## config.mk

```make
export PLATFORM = sky130hd
export DESIGN_NAME = clk_gate_sched
export DESIGN_NICKNAME = d
export VERILOG_FILES = /design/src/rtl/clk_gate_sched.sv
export SDC_FILE = /design/constraint.sdc
export NUM_CORES = 1
export LEC_CHECK = 0
export BUFFER_PORTS_ARGS = -buffer_cell sky130_fd_sc_hd__buf_4
export CORE_AREA = 2 2 48 50
export DETAILED_ROUTE_END_ITERATION = 12
export DIE_AREA = 0 0 50 52
export HOLD_SLACK_MARGIN = 0.05
export PLACE_DENSITY = 0.38
export SYNTH_ARGS = -nofsm -noshare
export SYNTH_HDL_FRONTEND = slang
export SYNTH_SLANG_ARGS = --single-unit
```

## constraint.sdc

```tcl
create_clock -name clk -period 2.6 [get_ports clk]
set_clock_uncertainty 0.1 [all_clocks]
set_input_delay 0.39 -clock clk [delete_from_list [all_inputs] [get_ports clk]]
set_output_delay 0.39 -clock clk [all_outputs]
set_load 0.02 [all_outputs]
```

## src/rtl/clk_gate_sched.sv

```systemverilog
// Enable scheduler for a shared gated-clock domain: wake settle, per-requester ack, idle hysteresis.
// Optional build macro CLK_GATE_SCHED_DFX_EN adds the dfx_force_on override input.
module clk_gate_sched #(
  parameter int unsigned N_REQ    = 4,
  parameter int unsigned WAKE_CYC = 4,
  parameter int unsigned HYST_CYC = 8
) (
  input  logic             clk,
  input  logic             rst_b,
  input  logic [N_REQ-1:0] req,
`ifdef CLK_GATE_SCHED_DFX_EN
  input  logic             dfx_force_on,
`endif
  output logic [N_REQ-1:0] ack,
  output logic             clk_en,
  output logic [1:0]       state_o
);

  localparam int unsigned MAX_CYC = (WAKE_CYC > HYST_CYC) ? WAKE_CYC : HYST_CYC;
  localparam int unsigned CNT_W   = $clog2(MAX_CYC + 1);

  localparam logic [1:0] ST_OFF  = 2'd0;
  localparam logic [1:0] ST_WAKE = 2'd1;
  localparam logic [1:0] ST_ON   = 2'd2;
  localparam logic [1:0] ST_HYST = 2'd3;

  localparam logic [CNT_W-1:0] WAKE_LOAD = CNT_W'(WAKE_CYC - 1);
  localparam logic [CNT_W-1:0] HYST_LOAD = (HYST_CYC > 0) ? CNT_W'(HYST_CYC - 1) : '0;

  logic [1:0]       state_q, state_d;
  logic [CNT_W-1:0] cnt_q, cnt_d;
  logic             clk_en_q;
  logic             any_req_c;
  logic             force_c;
  logic             granted_c;

  assign any_req_c = |req;

`ifdef CLK_GATE_SCHED_DFX_EN
  assign force_c = dfx_force_on;
`else
  assign force_c = 1'b0;
`endif

  // Next-state and shared down-counter; force only blocks the return to OFF.
  always_comb begin
    state_d = state_q;
    cnt_d   = cnt_q;
    case (state_q)
      ST_OFF: begin
        if (any_req_c) begin
          state_d = ST_WAKE;
          cnt_d   = WAKE_LOAD;
        end
      end
      ST_WAKE: begin
        if (cnt_q == '0) begin
          state_d = ST_ON;
        end else begin
          cnt_d = cnt_q - CNT_W'(1);
        end
      end
      ST_ON: begin
        if (!any_req_c) begin
          if (HYST_CYC > 0) begin
            state_d = ST_HYST;
            cnt_d   = HYST_LOAD;
          end else if (force_c) begin
            state_d = ST_HYST;
            cnt_d   = '0;
          end else begin
            state_d = ST_OFF;
          end
        end
      end
      ST_HYST: begin
        if (any_req_c) begin
          state_d = ST_ON;
        end else if (cnt_q == '0) begin
          if (!force_c) begin
            state_d = ST_OFF;
          end
        end else begin
          cnt_d = cnt_q - CNT_W'(1);
        end
      end
    endcase
  end

  always_ff @(posedge clk) begin
    if (!rst_b) begin
      state_q  <= ST_OFF;
      cnt_q    <= '0;
      clk_en_q <= 1'b0;
    end else begin
      state_q  <= state_d;
      cnt_q    <= cnt_d;
      clk_en_q <= (state_d != ST_OFF);
    end
  end

  assign granted_c = (state_q == ST_ON) || (state_q == ST_HYST);
  assign state_o   = state_q;

`ifdef CLK_GATE_SCHED_DFX_EN
  assign clk_en = clk_en_q | force_c;
  assign ack    = force_c ? req : (req & {N_REQ{granted_c}});
`else
  assign clk_en = clk_en_q;
  assign ack    = req & {N_REQ{granted_c}};
`endif

endmodule

```

==> results of run 1 <==
kinds of logic (layout without fill, tap and decap cells):
logic type               count (synthesis)  in the layout
adder cells (fa/ha/maj)                  1              1
AO/OA/AOI/OAI                           16             16
AND/OR/NAND/NOR                         23             23
buffers and inverters                    7             20
flip-flops                               7              7
cell type report:
cell class                      count  area (um2)
Multi-Input combinational cell     40         288
Inverter                            4        15.0
Fill cell                         228        1510
Clock buffer                        4        26.3
Timing Repair Buffer               12        90.1
Sequential cell                     7         140
Tap cell                           28        35.0
power breakdown:
part / internal (mW) / total, mW / switching (mW)
Clock: 0.0588 / 0.103 / 0.0443
Combinational: 0.0645 / 0.140 / 0.0754
Sequential: 0.127 / 0.164 / 0.0368
synthesized netlist by cell type, types with 2 or more instances:
| cell type | n | area share |
|---|---|---|
| inv_1 | 4 | 0.032 |
| and2_1 | 3 | 0.040 |
| o21ai_0 | 3 | 0.032 |
| buf_6 | 2 | 0.048 |
| a41oi_1 | 2 | 0.037 |
| nor2_1 | 5 | 0.040 |
| dfxtp_1 | 7 | 0.30 |
| nand2_1 | 4 | 0.032 |
| a21oi_1 | 2 | 0.021 |
| o21a_1 | 3 | 0.048 |
| o31a_1 | 2 | 0.037 |
critical path, stage by stage, from the launching register on:
cell and delay [ns]:
dfxtp_1 0.66, and2_2 0.24, buf_4 0.13
metal layers:
layer  GRT usage  vias up
met3      0.0345        0
met1       0.103      194
met2       0.129        6
met5           0        -
met4      0.0556        0
li1            -      227
placed cells by master (no fill, tap or decap):
cell,count
clkbuf_1,1
inv_1,4
buf_4,12
o21ai_0,3
nor2_1,5
or4_4,1
o221ai_2,1
and3_1,1
and2_1,3
nor3_2,1
nor2b_1,1
o41a_1,1
clkbuf_4,3
nor4b_2,1
a21oi_1,2
dfxtp_1,7
nand2_1,4
a41oi_1,2
nor3_4,1
a211oi_1,1
nor4_1,1
nand4_1,1
nand4b_1,1
o21a_1,3
o31a_1,2
ha_1,1
nor3_1,1
and2_2,1
o21bai_1,1
stage by stage:
| step | worst slack [ns] | total power, mW | utilization |
|---|---|---|---|
| after floorplan | 1.00 | 0.267 | - |
| after CTS | 0.795 | 0.417 | 0.282 |
| after global placement | 0.853 | 0.311 | 0.270 |
| final | 0.824 | 0.407 | 0.282 |
| after global routing | 0.716 | 0.441 | 0.282 |
| after detailed placement | 0.867 | 0.307 | 0.270 |
how the worst min path moves through the flow:
stage	startpoint	to	slack [ns]	cells past startpoint
floorplan	cnt_q[1]$_SDFFE_PN0P_	cnt_q[1]$_SDFFE_PN0P_	0.36	1
global placement	cnt_q[1]$_SDFFE_PN0P_	cnt_q[1]$_SDFFE_PN0P_	0.39	1
detailed placement	cnt_q[1]$_SDFFE_PN0P_	cnt_q[1]$_SDFFE_PN0P_	0.40	1
CTS	rst_b	clk_en$_SDFF_PN0_	0.29	2
global route	rst_b	cnt_q[3]$_SDFFE_PN0P_	0.30	2
finish	rst_b	clk_en$_SDFF_PN0_	0.30	2
state kept, by name, indices dropped and copies added (netlist names):
name / cells
clk_en: 1
state_o: 2
cnt_q: 4
==> qor.csv, run 1 <==
stage,metric,value,unit
routing,ANT nets after route,0,
layout,Inserted Diodes,0,
synth,"EDFF count, synth",0,
global_routing,GR Overflow Total,0,
synth,sequential share of the synthesized area,0.296,
synth,Avg Inst Size Synth,8.76,um2
global_routing,vias in the first global route,384,
routing,Starting DRT DRC Count,5,
synth,"Top FF cell, synth",dfxtp_1,
cts,Setup Buffers After CTS,0,
global_routing,number of antenna violations at the first check in global routing,0,
routing,drt total wl,1.02,mm
setup_path,RR Endpoint,cnt_q[1]$_SDFFE_PN0P_,
cts,clk root buf,clkbuf_4,
setup_path,required time of the critical path,2.11,ns
sta,fmax,0.563,GHz
synth,Post-Synth XOR/XNOR Area,0,
setup_path,crit path kind,flip-flop to output pin,
placement,Post-DP Area,568,um2
setup_path,Worst R2R Setup Slack,1.10,ns
die,die height,52,um
sta,Worst-Margin Slew,0.539,ns
synth,synthesized net count,61,
sta,setup violators final,0,
routing,met1 WL,489,um
synth,post-synthesis cell count,54,
synth,Compound-Gate Fraction of Synth Area,0.262,
power,Peak VDD IR,314,uV
cts,deepest clock path buffer count,2,
die,core region area,0.00211,mm2
run,MaxCap Viol Count,0,
die,initial core utilization,0.225,
die,Die ar.,0.00260,mm2
die,# rows,17,
global_routing,global-route wire length before repair,1.64,mm
synth,Simple-Gate Fraction of Synth Area,0.320,
cts,post-cts resize count,0,
setup_path,worst setup path endpoint,ack[0],
sta,Fin Setup TNS,0,ns
layout,fin nets,75,
synth,largest family of logic cells by synthesized area,simple AND/OR/NAND/NOR gates,
global_routing,largest net degree at the start of global routing,16,
routing,Top Layer Used,met3,
synth,fraction of registers with async set/reset,0,
placement,input/output buffers,12,
synth,Yosys reg bits,7,
hold_path,worst hold-check path type,primary input to flip-flop,
setup_path,reg2reg path depth,5,
cts,CTS sink count,7,
setup_path,startpoint types,flip-flop,
sta,max_slew headroom,0.640,
routing,DRC viols,0,
placement,hpwl dp,804,um
sta,hold slack,0.299,ns
power,Leak,0.232,nW
cts,CTS HTree Levels,1,
synth,Yosys Warn Count,0,
sta,final worst-path cycle share,0.683,
routing,Via density,4.49,
routing,vias post-DR,427,
cts,worst skew pair latency,0.25,ns
routing,drt pass-1 iters,4,
cts,"Reg clk slew, reported paths",0.06,ns
layout,Final Instance Count excl. Fillers,95,
synth,post-synthesis mux area share,0,
die,boundary pin count,13,
routing,met3 wire len,37,um
routing,routed length per instance,10.7,um
synth,Post-Syn Area,473,um2
synth,adder-cell share of the synthesized area,0.0265,
layout,fraction of layout instances using a drive strength above 1,0.313,
setup_path,Worst EP arrival,1.29,ns
status,outcome,completed,
sta,final critical-path required period,1.78,ns
setup_path,worst setup path startpoint,state_o[1]$_SDFF_PN0_,
cts,Num CTS Buffers,3,
setup_path,start of the worst register-to-register path,cnt_q[0]$_SDFFE_PN0P_,
global_routing,total global-route track usage,0.0869,
routing,met2 wire length,490,um
placement,DP Cell Count,91,
synth,count of different cell masters after synthesis,28,
sta,Final Slew Violations,0,
die,Die Width,50,um
setup_path,CP Max Fanout,15,
layout,Layout area overhead,25.7,%
sta,RSZ-0062 raised after global routing,no,
cts,TritonCTS clock tree,done,
power,PwrDens,684,mW/mm2
setup_path,crit end category,output pin,
placement,Placer Congestion,0.654,
sta,Final Hold Viols,0,
layout,final instance area,594,um2
cts,hold_buf cts,0,
(Power assumes the default switching activity.)
==> run 2, diff against run 1 <==
Clock period 2.6 ns to 1.8 ns, I/O delays scaled along.
==> run 2 against run 1 <==
Net effect:
- critical path depth unchanged
- critical path type unchanged
- final cell count up 2.1%
- register-to-register slack worse by 0.82 ns
- largest power group is now combinational cells
- first-iteration DRC count up 40%
==> qor.csv, run 2 (synthesized netlist as in run 1, its figures left out) <==
stage,metric,value,unit,change
layout,fin nets,77,,+2.7%
cts,Setup Buffers After CTS,0,,unchanged
sta,Fin Setup TNS,0,ns,unchanged
sta,final worst-path cycle share,0.870,,
global_routing,GR Overflow Total,0,,unchanged
power,power consumption,0.609,mW,+50%
routing,DRC viols,0,,unchanged
sta,Final Slew Violations,0,,unchanged
placement,input/output buffers,12,,unchanged
run,MaxCap Viol Count,0,,unchanged
sta,Final Hold Viols,0,,unchanged
routing,Via density,4.56,,+1.4%
global_routing,largest net degree at the start of global routing,13,,-3
sta,fmax,0.639,GHz,
die,boundary pin count,13,,unchanged
setup_path,CP Max Fanout,12,,-3
setup_path,"Buf+Inv Stages, Crit Path",1,,unchanged
power,Peak VDD IR,381,uV,+21%
routing,routed length per instance,11.9,um,+11%
hold_path,hold depth,2,,unchanged
power,PwrDens,999,mW/mm2,+46%
placement,Placer Congestion,0.745,,+14%
setup_path,critical path cell sequence,and2_2 -> buf_4,,
setup_path,startpoint types,flip-flop,,
routing,vias post-DR,442,,+3.5%
setup_path,reg2reg path depth,5,,unchanged
die,initial core utilization,0.225,,unchanged
setup_path,CP top delay family,flip-flops,,
placement,hpwl dp,866,um,+7.7%
setup_path,RR Endpoint,cnt_q[0]$_SDFFE_PN0P_,,
routing,ANT nets after route,0,,unchanged
sta,setup violators final,0,,unchanged
cts,Num CTS Buffers,3,,unchanged
routing,drt total wl,1.15,mm,+13%
setup_path,Worst R2R Setup Slack,0.28,ns,-0.82 ns
setup_path,Critical-path top delay cell,dfxtp_1,,
sta,max_slew headroom,0.710,,+0.0699
cts,worst skew pair latency,0.25,ns,about the same
setup_path,Critical Path Stages,2,,unchanged
cts,CTS HTree Levels,1,,unchanged
setup_path,crit end category,output pin,,
sta,RSZ-0062 raised after global routing,no,,
die,die height,52,um,unchanged
sta,Worst-Margin Slew,0.434,ns,-0.105 ns
setup_path,Worst EP arrival,1.20,ns,-0.09 ns
layout,Final Instance Count excl. Fillers,97,,+2.1%
cts,deepest clock path buffer count,2,,unchanged
cts,CTS sink count,7,,unchanged
die,Die ar.,0.00260,mm2,unchanged
layout,Largest Register,cnt_q,,
hold_path,Worst Hold Endpoint,clk_en$_SDFF_PN0_,,
hold_path,hold path start,rst_b,,
die,Die Width,50,um,unchanged
status,outcome,completed,,
cts,hold_buf cts,0,,unchanged
routing,drt pass-1 iters,3,,-1
die,# rows,17,,unchanged
layout,most frequent cells in the layout,"14 x buf_4, 7 x dfxtp_1, 5 x nor2_1, 4 x inv_1, 4 x nand2_1",,
layout,fraction of layout instances using a drive strength above 1,0.333,,+0.0199
global_routing,vias in the first global route,419,,+9.1%
layout,Inserted Diodes,0,,unchanged
global_routing,number of antenna violations at the first check in global routing,0,,unchanged
sta,final critical-path required period,1.57,ns,
global_routing,global-route wire length before repair,1.91,mm,+16%
routing,Starting DRT DRC Count,7,,+2
layout,"most common cell after layout, fill and taps aside",buf_4,,
layout,max FFs per register,4,,unchanged
setup_path,Critical Path Max Stage Delay,0.58,ns,-0.08 ns
setup_path,crit path kind,flip-flop to output pin,,
placement,Post-Place Setup Slack,0.169,ns,-0.697 ns
cts,post-cts resize count,0,,unchanged
placement,DP Cell Count,93,,+2.2%
die,core region area,0.00211,mm2,unchanged
setup_path,required time of the critical path,1.43,ns,-0.68 ns
setup_path,start of the worst register-to-register path,cnt_q[0]$_SDFFE_PN0P_,,
cts,TritonCTS clock tree,done,,
layout,Layout area overhead,28.8,%,
global_routing,total global-route track usage,0.0963,,+0.00936
sta,fin worst setup slack,0.234,ns,-0.590 ns
layout,Finished Core Util,0.289,,+0.00713
cts,"Reg clk slew, reported paths",0.06,ns,about the same
power,Leak,0.242,nW,+4.4%
hold_path,worst hold-check path type,primary input to flip-flop,,
cts,clk root buf,clkbuf_4,,
==> run 2: changes by cell type in the layout (fill, tap and decap cells not counted) <==
cell	change
buf_4	+2
==> run 2: cell type report <==
cell class / count / area [um2]
fill: 215 / 1500
multi-input combinational: 40 / 288
sequential: 7 / 140
timing repair buffer: 14 / 105
tap: 28 / 35.0
clock buffer: 4 / 26.3
inverter: 4 / 15.0
==> run 2: worst max path at each step <==
stage,from,to
floorplan,req[0],cnt_q[0]$_SDFFE_PN0P_
global placement,req[0],cnt_q[0]$_SDFFE_PN0P_
detailed placement,req[0],cnt_q[1]$_SDFFE_PN0P_
CTS,state_o[1]$_SDFF_PN0_,ack[0]
global route,state_o[1]$_SDFF_PN0_,ack[0]
finish,state_o[1]$_SDFF_PN0_,ack[0]
==> run 2: stage by stage <==
stage          area, um2  hold WS, ns
6_report             609        0.184
5_1_grt              609        0.193
4_1_cts              609        0.179
3_5_place_dp         583        0.397
3_3_place_gp         583        0.411
2_1_floorplan        473        0.288
==> run 2: per-layer routing <==
layer  wire length (um)  share of wire  vias up  GRT usage
met5                  0              0        -          0
met4                  0              0        0     0.0278
met3                 34          0.030        0     0.0172
met2                526           0.46        6      0.140
met1                591           0.51      209      0.142
li1                   -              -      227          -
==> run 2: report_power, final <==
group	internal, mW	switching, mW
clock network	0.0851	0.0658
logic	0.105	0.129
registers	0.183	0.0408
